**src/rtl/uart_tx.sv**
```systemverilog
// UART transmitter: start bits, LSB-first data, optional parity, stop bits.
// Ports: i_clk, i_rst (sync, high); i_user_tx_data/i_user_tx_valid in;
//        o_user_tx_ready (high only when idle), o_uart_tx (serial line, idle high).
module uart_tx #(
    parameter int P_UART_BUADRATE    = 115200,
    parameter int P_SYSTEM_CLK       = 100000000,
    parameter int P_UART_START_WIDTH = 1,
    parameter int P_UART_DATA_WIDTH  = 8,
    parameter int P_UART_STOP_WIDTH  = 1,
    parameter int P_UART_CHECK       = 1
) (
    input  logic                         i_clk,
    input  logic                         i_rst,
    input  logic [P_UART_DATA_WIDTH-1:0] i_user_tx_data,
    input  logic                         i_user_tx_valid,
    output logic                         o_user_tx_ready,
    output logic                         o_uart_tx
);

    localparam int          N          = P_SYSTEM_CLK / P_UART_BUADRATE;
    localparam logic [15:0] BAUD_LAST  = 16'(N - 1);
    localparam logic [7:0]  START_LAST = 8'(P_UART_START_WIDTH - 1);
    localparam logic [7:0]  DATA_LAST  = 8'(P_UART_DATA_WIDTH - 1);
    localparam logic [7:0]  STOP_LAST  = 8'(P_UART_STOP_WIDTH - 1);
    // Unsupported parity codes fall back to no parity.
    localparam bit          CHK_EN     = (P_UART_CHECK == 1) || (P_UART_CHECK == 2);
    localparam bit          CHK_ODD    = (P_UART_CHECK == 2);

    typedef enum logic [2:0] {
        S_IDLE,
        S_START,
        S_DATA,
        S_CHECK,
        S_STOP
    } state_t;

    state_t                       state_q, state_n;
    logic [15:0]                  baud_q, baud_n;
    logic [7:0]                   bit_q, bit_n;
    logic [P_UART_DATA_WIDTH-1:0] shreg_q, shreg_n;
    logic                         par_q, par_n;
    logic                         tx_q, tx_n;
    logic                         rdy_q, rdy_n;
    logic                         baud_end;

    assign baud_end        = (baud_q == BAUD_LAST);
    assign o_uart_tx       = tx_q;
    assign o_user_tx_ready = rdy_q;

    always_ff @(posedge i_clk) begin
        if (i_rst) begin
            state_q <= S_IDLE;
            baud_q  <= '0;
            bit_q   <= '0;
            shreg_q <= '0;
            par_q   <= 1'b0;
            tx_q    <= 1'b1;
            rdy_q   <= 1'b1;
        end else begin
            state_q <= state_n;
            baud_q  <= baud_n;
            bit_q   <= bit_n;
            shreg_q <= shreg_n;
            par_q   <= par_n;
            tx_q    <= tx_n;
            rdy_q   <= rdy_n;
        end
    end

    always_comb begin
        state_n = state_q;
        baud_n  = baud_end ? 16'd0 : baud_q + 16'd1;
        bit_n   = bit_q;
        shreg_n = shreg_q;
        par_n   = par_q;
        tx_n    = tx_q;
        rdy_n   = 1'b0;

        unique case (state_q)
            S_IDLE: begin
                baud_n = '0;
                bit_n  = '0;
                tx_n   = 1'b1;
                rdy_n  = 1'b1;
                if (i_user_tx_valid && rdy_q) begin
                    // Parity is taken from the word as captured, before shifting.
                    shreg_n = i_user_tx_data;
                    par_n   = (^i_user_tx_data) ^ CHK_ODD;
                    state_n = S_START;
                    tx_n    = 1'b0;
                    rdy_n   = 1'b0;
                end
            end
            S_START: begin
                if (baud_end) begin
                    if (bit_q == START_LAST) begin
                        bit_n   = '0;
                        state_n = S_DATA;
                        tx_n    = shreg_q[0];
                    end else begin
                        bit_n = bit_q + 8'd1;
                    end
                end
            end
            S_DATA: begin
                if (baud_end) begin
                    if (bit_q == DATA_LAST) begin
                        bit_n = '0;
                        if (CHK_EN) begin
                            state_n = S_CHECK;
                            tx_n    = par_q;
                        end else begin
                            state_n = S_STOP;
                            tx_n    = 1'b1;
                        end
                    end else begin
                        bit_n   = bit_q + 8'd1;
                        shreg_n = shreg_q >> 1;
                        tx_n    = shreg_n[0];
                    end
                end
            end
            S_CHECK: begin
                if (baud_end) begin
                    bit_n   = '0;
                    state_n = S_STOP;
                    tx_n    = 1'b1;
                end
            end
            S_STOP: begin
                tx_n = 1'b1;
                if (baud_end) begin
                    if (bit_q == STOP_LAST) begin
                        bit_n   = '0;
                        state_n = S_IDLE;
                        rdy_n   = 1'b1;
                    end else begin
                        bit_n = bit_q + 8'd1;
                    end
                end
            end
            default: begin
                state_n = S_IDLE;
                tx_n    = 1'b1;
                rdy_n   = 1'b1;
            end
        endcase
    end

endmodule

```
**config.mk**
```make
export PLATFORM = sky130hd
export DESIGN_NAME = uart_tx
export DESIGN_NICKNAME = d
export VERILOG_FILES = /design/src/rtl/uart_tx.sv
export SDC_FILE = /design/constraint.sdc
export NUM_CORES = 1
export LEC_CHECK = 0
export ABC_AREA = 1
export BUFFER_PORTS_ARGS = -buffer_cell sky130_fd_sc_hd__buf_2
export CORE_MARGIN = 8
export CORE_UTILIZATION = 50
export DETAILED_ROUTE_END_ITERATION = 12
export PLACE_DENSITY = 0.79
export RECOVER_POWER = 50
export SETUP_SLACK_MARGIN = 0.3
export SLEW_MARGIN = 0
export SYNTH_ARGS = -nofsm -noshare
export SYNTH_HDL_FRONTEND = slang
export SYNTH_SLANG_ARGS = --single-unit
```
**constraint.sdc**
```tcl
create_clock -name i_clk -period 2.1 [get_ports i_clk]
set_clock_uncertainty 0.2 [all_clocks]
set_input_delay 0.42 -clock i_clk [delete_from_list [all_inputs] [get_ports i_clk]]
set_output_delay 0.42 -clock i_clk [all_outputs]
set_load 0.005 [all_outputs]
```
==> impl_metrics.ini, run 1 <==
[die]
core_area_mm2 = 0.00432
placementRows = 24
die-height_um = 82.6
ioPinCount = 13
start_util = 0.512
die-area_mm2 = 0.00681
die_x_um = 82.6

[pwr]
power_frac_comb = 0.412
powerDensity_mw_per_mm2 = 1050
leakagePower_nw = 1.16
p_int_mw = 1.59
seqPwrFrac = 0.367
switching_power_mw = 1.09
clkPwrFrac = 0.222
ir_drop_uv = 729
swShare = 0.407

[timing]
timing.fmax_ghz = 0.564
rsz0062_at_grt = true
timing.hold.ws_ns = 0.196
relSlewSlack = 0.677
finalCriticalPeriod_ns = 1.77
setup_viol = 0
post-route-period-util = 0.845
hold_violations = 0
setup_slack_ns = 0.326
worstMarginPinSlew_ns = 0.481
tns_ns = 0
drv_slew = 0

[synthesis]
synth_edf_count = 0
netlist.area_leader.share = 0.344
syn-num-nets = 362
syn_area_per_cell_um2 = 6.36
synthFlopType = dfxtp_1
yosysSeqAreaShare = 0.344
ys_types = 35
ys_warn_count = 0
yosys-top-cells-area = dfxtp_1 (34%), nand2_1 (19%), nor2_1 (8.3%)
async_flop_share = 0
syn-cell-area_mm2 = 0.00221
yosysTopAreaCell = dfxtp_1
synth_cells = 348
ys_seq_elements = 38

[setup_path]
worstSetupStartpointType = flop
cp_max_fo = 9
critPathBufInv = 0
critical_path_arrival_ns = 1.76
cp_top_family = simple AND/OR/NAND/NOR gates
critical_path_required_ns = 2.09
endpoint_kind = flop
crit_slowest_cell = nor3_1
max_stage_delay_ns = 0.44
critPathLaunch = state_q[0]
r2r_start = state_q[0]
crit_type = flop to flop
crit_path_cell_trace = nor3_1 > nand3_2 > o21ai_2 > nand2_4 > o21ai_1 > nor2_1

[cts]
h-tree-depth = 2
clockBufferDepth = 2
clk-insertion-delay-late_ns = 0.29
cts_buffers = 5
cts_sinks = 38
hold_buffers = 0
cts_root_buffer = clkbuf_8
clk_pin_slew_worst_paths_ns = 0.08
cts_tree = built

[finish]
finalNetCount = 384
n_antenna_cell = 0
drive_above_1_share = 0.178
syn2layout_area_growth_pct = 15.7

[grt]
grt_pass1_vias = 1978
grt_use_total = 0.152
grt_remaining_overflow = 0
grt_start_max_net_pins = 17
antenna_found_initial = 0
grt_pass1_wl_um = 8410

[place]
place_hpwl_um = 3390
portBuffers = 12
gp_congestion = 0.847
place_ws_ns = 0.268

[route]
dr.pass1.iters = 5
route.vias.total = 2182
drc = 0
drtAntennaViolNets = 0
viasPerCell = 5.16
dr.max_layer_used = met4
met1_length_um = 2360
wl_met3_um = 275
totalWireLength_um = 5050
wl_met2_um = 2350
wl_per_cell_um = 11.9
drt_iter0_markers = 221

[flow_run]
maxCapViolations = 0

[outcome]
status = finished, final reports clean

[hold_path]
min_path_type = input port to flop
min_from = i_user_tx_data[7]
[cell type report]
cell class | instances | area [um^2]
Sequential cell | 38 | 773
Tap cell | 52 | 65.1
Clock buffer | 8 | 110
Multi-Input combinational cell | 265 | 1340
Fill cell | 425 | 1760
Inverter | 40 | 155
Timing Repair Buffer | 20 | 118
[power groups by stage]
stage	clock network [mW]	registers (mW)	logic, mW
after global placement	0	0.974	0.951
after CTS	0.596	0.967	0.979
after floorplan	0	0.950	0.792
after detailed placement	0	0.982	0.971
final	0.594	0.982	1.10
after global routing	0.632	1.01	1.26
[logic make-up after synthesis]
family,Yosys count,share of synthesized area
AND/OR/NAND/NOR,210,0.412
flip-flops,38,0.344
XOR/XNOR,8,0.0316
buffers and inverters,46,0.0819
AO/OA/AOI/OAI,43,0.114
adder cells (fa/ha/maj),3,0.0170
[registers in the layout (all words and copies together), names as in the netlist]
| register | flops |
|---|---|
| bit_q | 8 |
| o_user_tx_ready | 1 |
| state_q | 3 |
| shreg_q | 8 |
| o_uart_tx | 1 |
| par_q | 1 |
| baud_q | 16 |
[worst min-delay path, delay by kind of cell]
family | cells | cell delay [ns]
AO/OA/AOI/OAI | 1 | 0.05
AND/OR/NAND/NOR | 1 | 0.06
buffers and inverters | 1 | 0.11
[metrics by stage]
step           total power [mW]  cells   util  cell area (um^2)
3_3_place_gp               1.93    408  0.538              2320
2_1_floorplan              1.74    348      -              2210
3_5_place_dp               1.95    408  0.538              2320
5_1_grt                    2.90    423  0.593              2560
4_1_cts                    2.54    416  0.564              2440
6_report                   2.68    423  0.593              2560
[synthesized netlist by cell type (all sizes together) (4+ instances only)]
cell,instances
nand2,116
nor2,54
inv,39
dfxtp,38
a21oi,21
nand3,20
o21ai,15
nor3,6
xnor2,6
nand4,5
buf,4
or2,4
[path summary, 6_finish.rpt]
| path | to | slack [ns] | depth (start not counted) |
|---|---|---|---|
| setup / recovery | shreg_q[3] | 0.33 | 6 |
| hold / removal | shreg_q[7] | 0.20 | 3 |
| setup reg to reg | shreg_q[3] | 0.33 | 6 |
| hold reg to reg | shreg_q[7] | 0.27 | 2 |
[layer usage]
metal | vias to the layer above | global-route usage
li1 | 1148 | -
met1 | 968 | 0.199
met2 | 57 | 0.240
met3 | 9 | 0.0400
met4 | 0 | 0.0431
met5 | - | 0
[timing repair]
action,CTS,global route
setup endpoints to repair,6,36
gates resized for setup,1,27
cloned,0,1
pin swaps,0,10
buffers inserted,0,6
[cell usage in the layout, fill, tap and decap left out, types with 3 or more instances in the layout]
cell      count
nor3_1        6
nand3_1      17
inv_1        33
nand2_4       3
nor3b_1       3
o21ai_0       4
inv_2         6
dfxtp_2       4
clkbuf_8      8
buf_4         8
nand2_1     109
nor2_1       46
buf_2        10
xnor2_1       6
a21oi_1      19
nand2_2       4
nand4_1       5
o21ai_1       9
nor2_2        7
o21bai_1      3
dfxtp_1      32
(Power assumes the default switching activity.)
==> run 2: changes to the inputs <==
--- a/config.mk
+++ b/config.mk
@@ -5,12 +5,12 @@
 export SDC_FILE = /design/constraint.sdc
 export NUM_CORES = 1
 export LEC_CHECK = 0
-export ABC_AREA = 1
+export ABC_AREA = 0
 export BUFFER_PORTS_ARGS = -buffer_cell sky130_fd_sc_hd__buf_2
 export CORE_MARGIN = 8
 export CORE_UTILIZATION = 50
 export DETAILED_ROUTE_END_ITERATION = 12
-export PLACE_DENSITY = 0.79
+export PLACE_DENSITY = 0.81
 export RECOVER_POWER = 50
 export SETUP_SLACK_MARGIN = 0.3
 export SLEW_MARGIN = 0
==> constraint.sdc (replaced) <==
create_clock -name i_clk -period 1.5 [get_ports i_clk]
set_clock_uncertainty 0.2 [all_clocks]
set_input_delay 0.3 -clock i_clk [delete_from_list [all_inputs] [get_ports i_clk]]
set_output_delay 0.3 -clock i_clk [all_outputs]
set_load 0.005 [all_outputs]
==> impl_metrics.ini, run 2 <==
[outcome]
status = finished, violations left
violations = negative setup slack

[finish]
final_cell_mix = buf_4 (60), dfxtp_1 (28), nand2_1 (27), nor2_1 (27), xnor2_1 (13)
n_antenna_cell = 0
finalNetCount = 333
final_cell_area_mm2 = 0.00301
syn2layout_area_growth_pct = 47.2
reg_top3 = baud_q (16), bit_q (8), shreg_q (8)
largest_register = baud_q
largest_register_ffs = 16
drive_above_1_share = 0.459
final_common_cell = buf_4

[pwr]
powerDensity_mw_per_mm2 = 730
leakagePower_nw = 1.22
ir_drop_uv = 629
seqPwrFrac = 0.491
p_int_mw = 1.59
fin_total_pwr_mw = 2.20
swShare = 0.276
power_frac_comb = 0.161
switching_power_mw = 0.607
clkPwrFrac = 0.347

[synthesis]
synth_edf_count = 0
yosys-top-cells-area = dfxtp_1 (37%), nor2_1 (6.1%), xnor2_1 (5.6%)
ys_seq_elements = 38
ys_types = 48
synth_cells = 241
netlist.area_leader.share = 0.372
syn_area_per_cell_um2 = 8.49
yosysMostFrequentCell = dfxtp_1
ys_warn_count = 0
synthFlopType = dfxtp_1
yosysTopAreaCell = dfxtp_1
yosys-top-cells-count = dfxtp_1 (38), nor2_1 (33), nand2_1 (28), xnor2_1 (13)
syn-num-nets = 255
async_flop_share = 0
yosysSeqAreaShare = 0.372
syn-cell-area_mm2 = 0.00205

[hold_path]
min_path_type = input port to flop

[cts]
clockBufferDepth = 2
h-tree-depth = 2
clk-insertion-delay-late_ns = 0.30
cts_tree = built
cts_sinks = 38
cts_buffers = 5
hold_buffers = 0
clk_pin_slew_worst_paths_ns = 0.08
cts_root_buffer = clkbuf_8

[die]
die-height_um = 80.0
die_x_um = 80.0
placementRows = 23
die-area_mm2 = 0.00640
ioPinCount = 13
start_util = 0.515
core_area_mm2 = 0.00397

[flow_run]
maxCapViolations = 0

[timing]
post-route-period-util = 1.49
finalCriticalPeriod_ns = 2.24
tns_ns = -17.44
rsz0062_at_grt = true
worstMarginPinSlew_ns = 0.378
hold_violations = 0
timing.hold.ws_ns = 0.0595
setup_slack_ns = -0.742
drv_slew = 0
setup_viol = 37
timing.fmax_ghz = 0.446
relSlewSlack = 0.747

[route]
drtAntennaViolNets = 0
viasPerCell = 5.93
wl_per_cell_um = 17.8
route.vias.total = 2193
drt_iter0_markers = 223
dr.pass1.iters = 5
totalWireLength_um = 6570
drc = 0

[place]
portBuffers = 12
place_ws_ns = -0.604
place_hpwl_um = 3530
postPlaceCellArea_mm2 = 0.00260
gp_congestion = 0.902

[setup_path]
critical_path_arrival_ns = 2.21
reg2reg_slack_ns = -0.74
worstSetupStartpointType = flop
critical_path_required_ns = 1.47
cp_max_fo = 4
endpoint_kind = flop
crit_type = flop to flop

[grt]
antenna_found_initial = 0
grt_remaining_overflow = 0
grt_start_max_net_pins = 17
grt_use_total = 0.184
grt_pass1_wl_um = 9400
grt_pass1_vias = 2081
==> run 2: changes by cell type after synthesis, sizes merged, moves of 5 or more <==
cell / delta
nor2b: +5
nand3: -10
nand2: -88
nor2: -21
inv: -34
and3: +9
xnor2: +7
o21ai: -7
a21oi: -11
a311oi: +7
xor2: +7
==> run 2: cell families (layout without fill, tap and decap cells) <==
group	count (synthesis)	in the layout	synth area share
AO/OA/AOI/OAI	44	44	0.169
buffers and inverters	16	95	0.0385
flip-flops	38	38	0.372
multiplexers	2	2	0.0110
AND/OR/NAND/NOR	115	115	0.292
adder cells (fa/ha/maj)	4	4	0.0232
XOR/XNOR	22	22	0.0941
==> run 2: critical path: stages (launching register included) <==
cell and delay, ns:
dfxtp_2 0.33, or3_4 0.39, buf_6 0.13, o41ai_4 0.32
nand2_1 0.24, o21ai_0 0.34, a21oi_1 0.15
==> run 2: path summary, 6_finish.rpt <==
check | start | endpoint | cells after the start
max reg2reg | bit_q[7] | state_q[0] | 6
min | i_rst | bit_q[0] | 2
max | bit_q[7] | state_q[0] | 6
min reg2reg | shreg_q[7] | shreg_q[7] | 2
==> run 2: what timing repair did <==
action	4_1_cts	5_1_grt
hold endpoints to repair	0	0
buffers inserted	7	3
resized for setup	24	30
cloned	0	1
endpoints found under the setup margin	40	40
pin swaps	7	16
==> run 2: per-stage QoR <==
| step | util | cells |
|---|---|---|
| after global routing | 0.759 | 370 |
| after CTS | 0.714 | 366 |
| after detailed placement | 0.654 | 351 |
| final | 0.759 | 370 |
| after global placement | 0.654 | 351 |
| after floorplan | - | 241 |
==> run 2: layer usage <==
layer,routed length (um),GRT usage,vias up
met1,2640,0.205,1041
met4,233,0.0836,0
li1,-,-,1010
met5,0,0,-
met2,3280,0.325,114
met3,422,0.0383,28
==> run 2: area by class of cell <==
type                       count  area (um^2)
clock inverter                 2         12.5
fill                         237          957
timing repair buffer          82          658
clock buffer                   6         82.6
inverter                       5         18.8
multi-input combinational    187         1400
sequential                    38          781
tap                           50         62.6
==> run 2: power groups by stage <==
stage	clock [mW]	combinational (mW)	sequential (mW)
6_report	0.764	0.354	1.08
5_1_grt	0.810	0.375	1.08
4_1_cts	0.754	0.283	1.07
3_5_place_dp	0	0.254	1.09
3_3_place_gp	0	0.246	1.09
2_1_floorplan	0	0.177	1.09
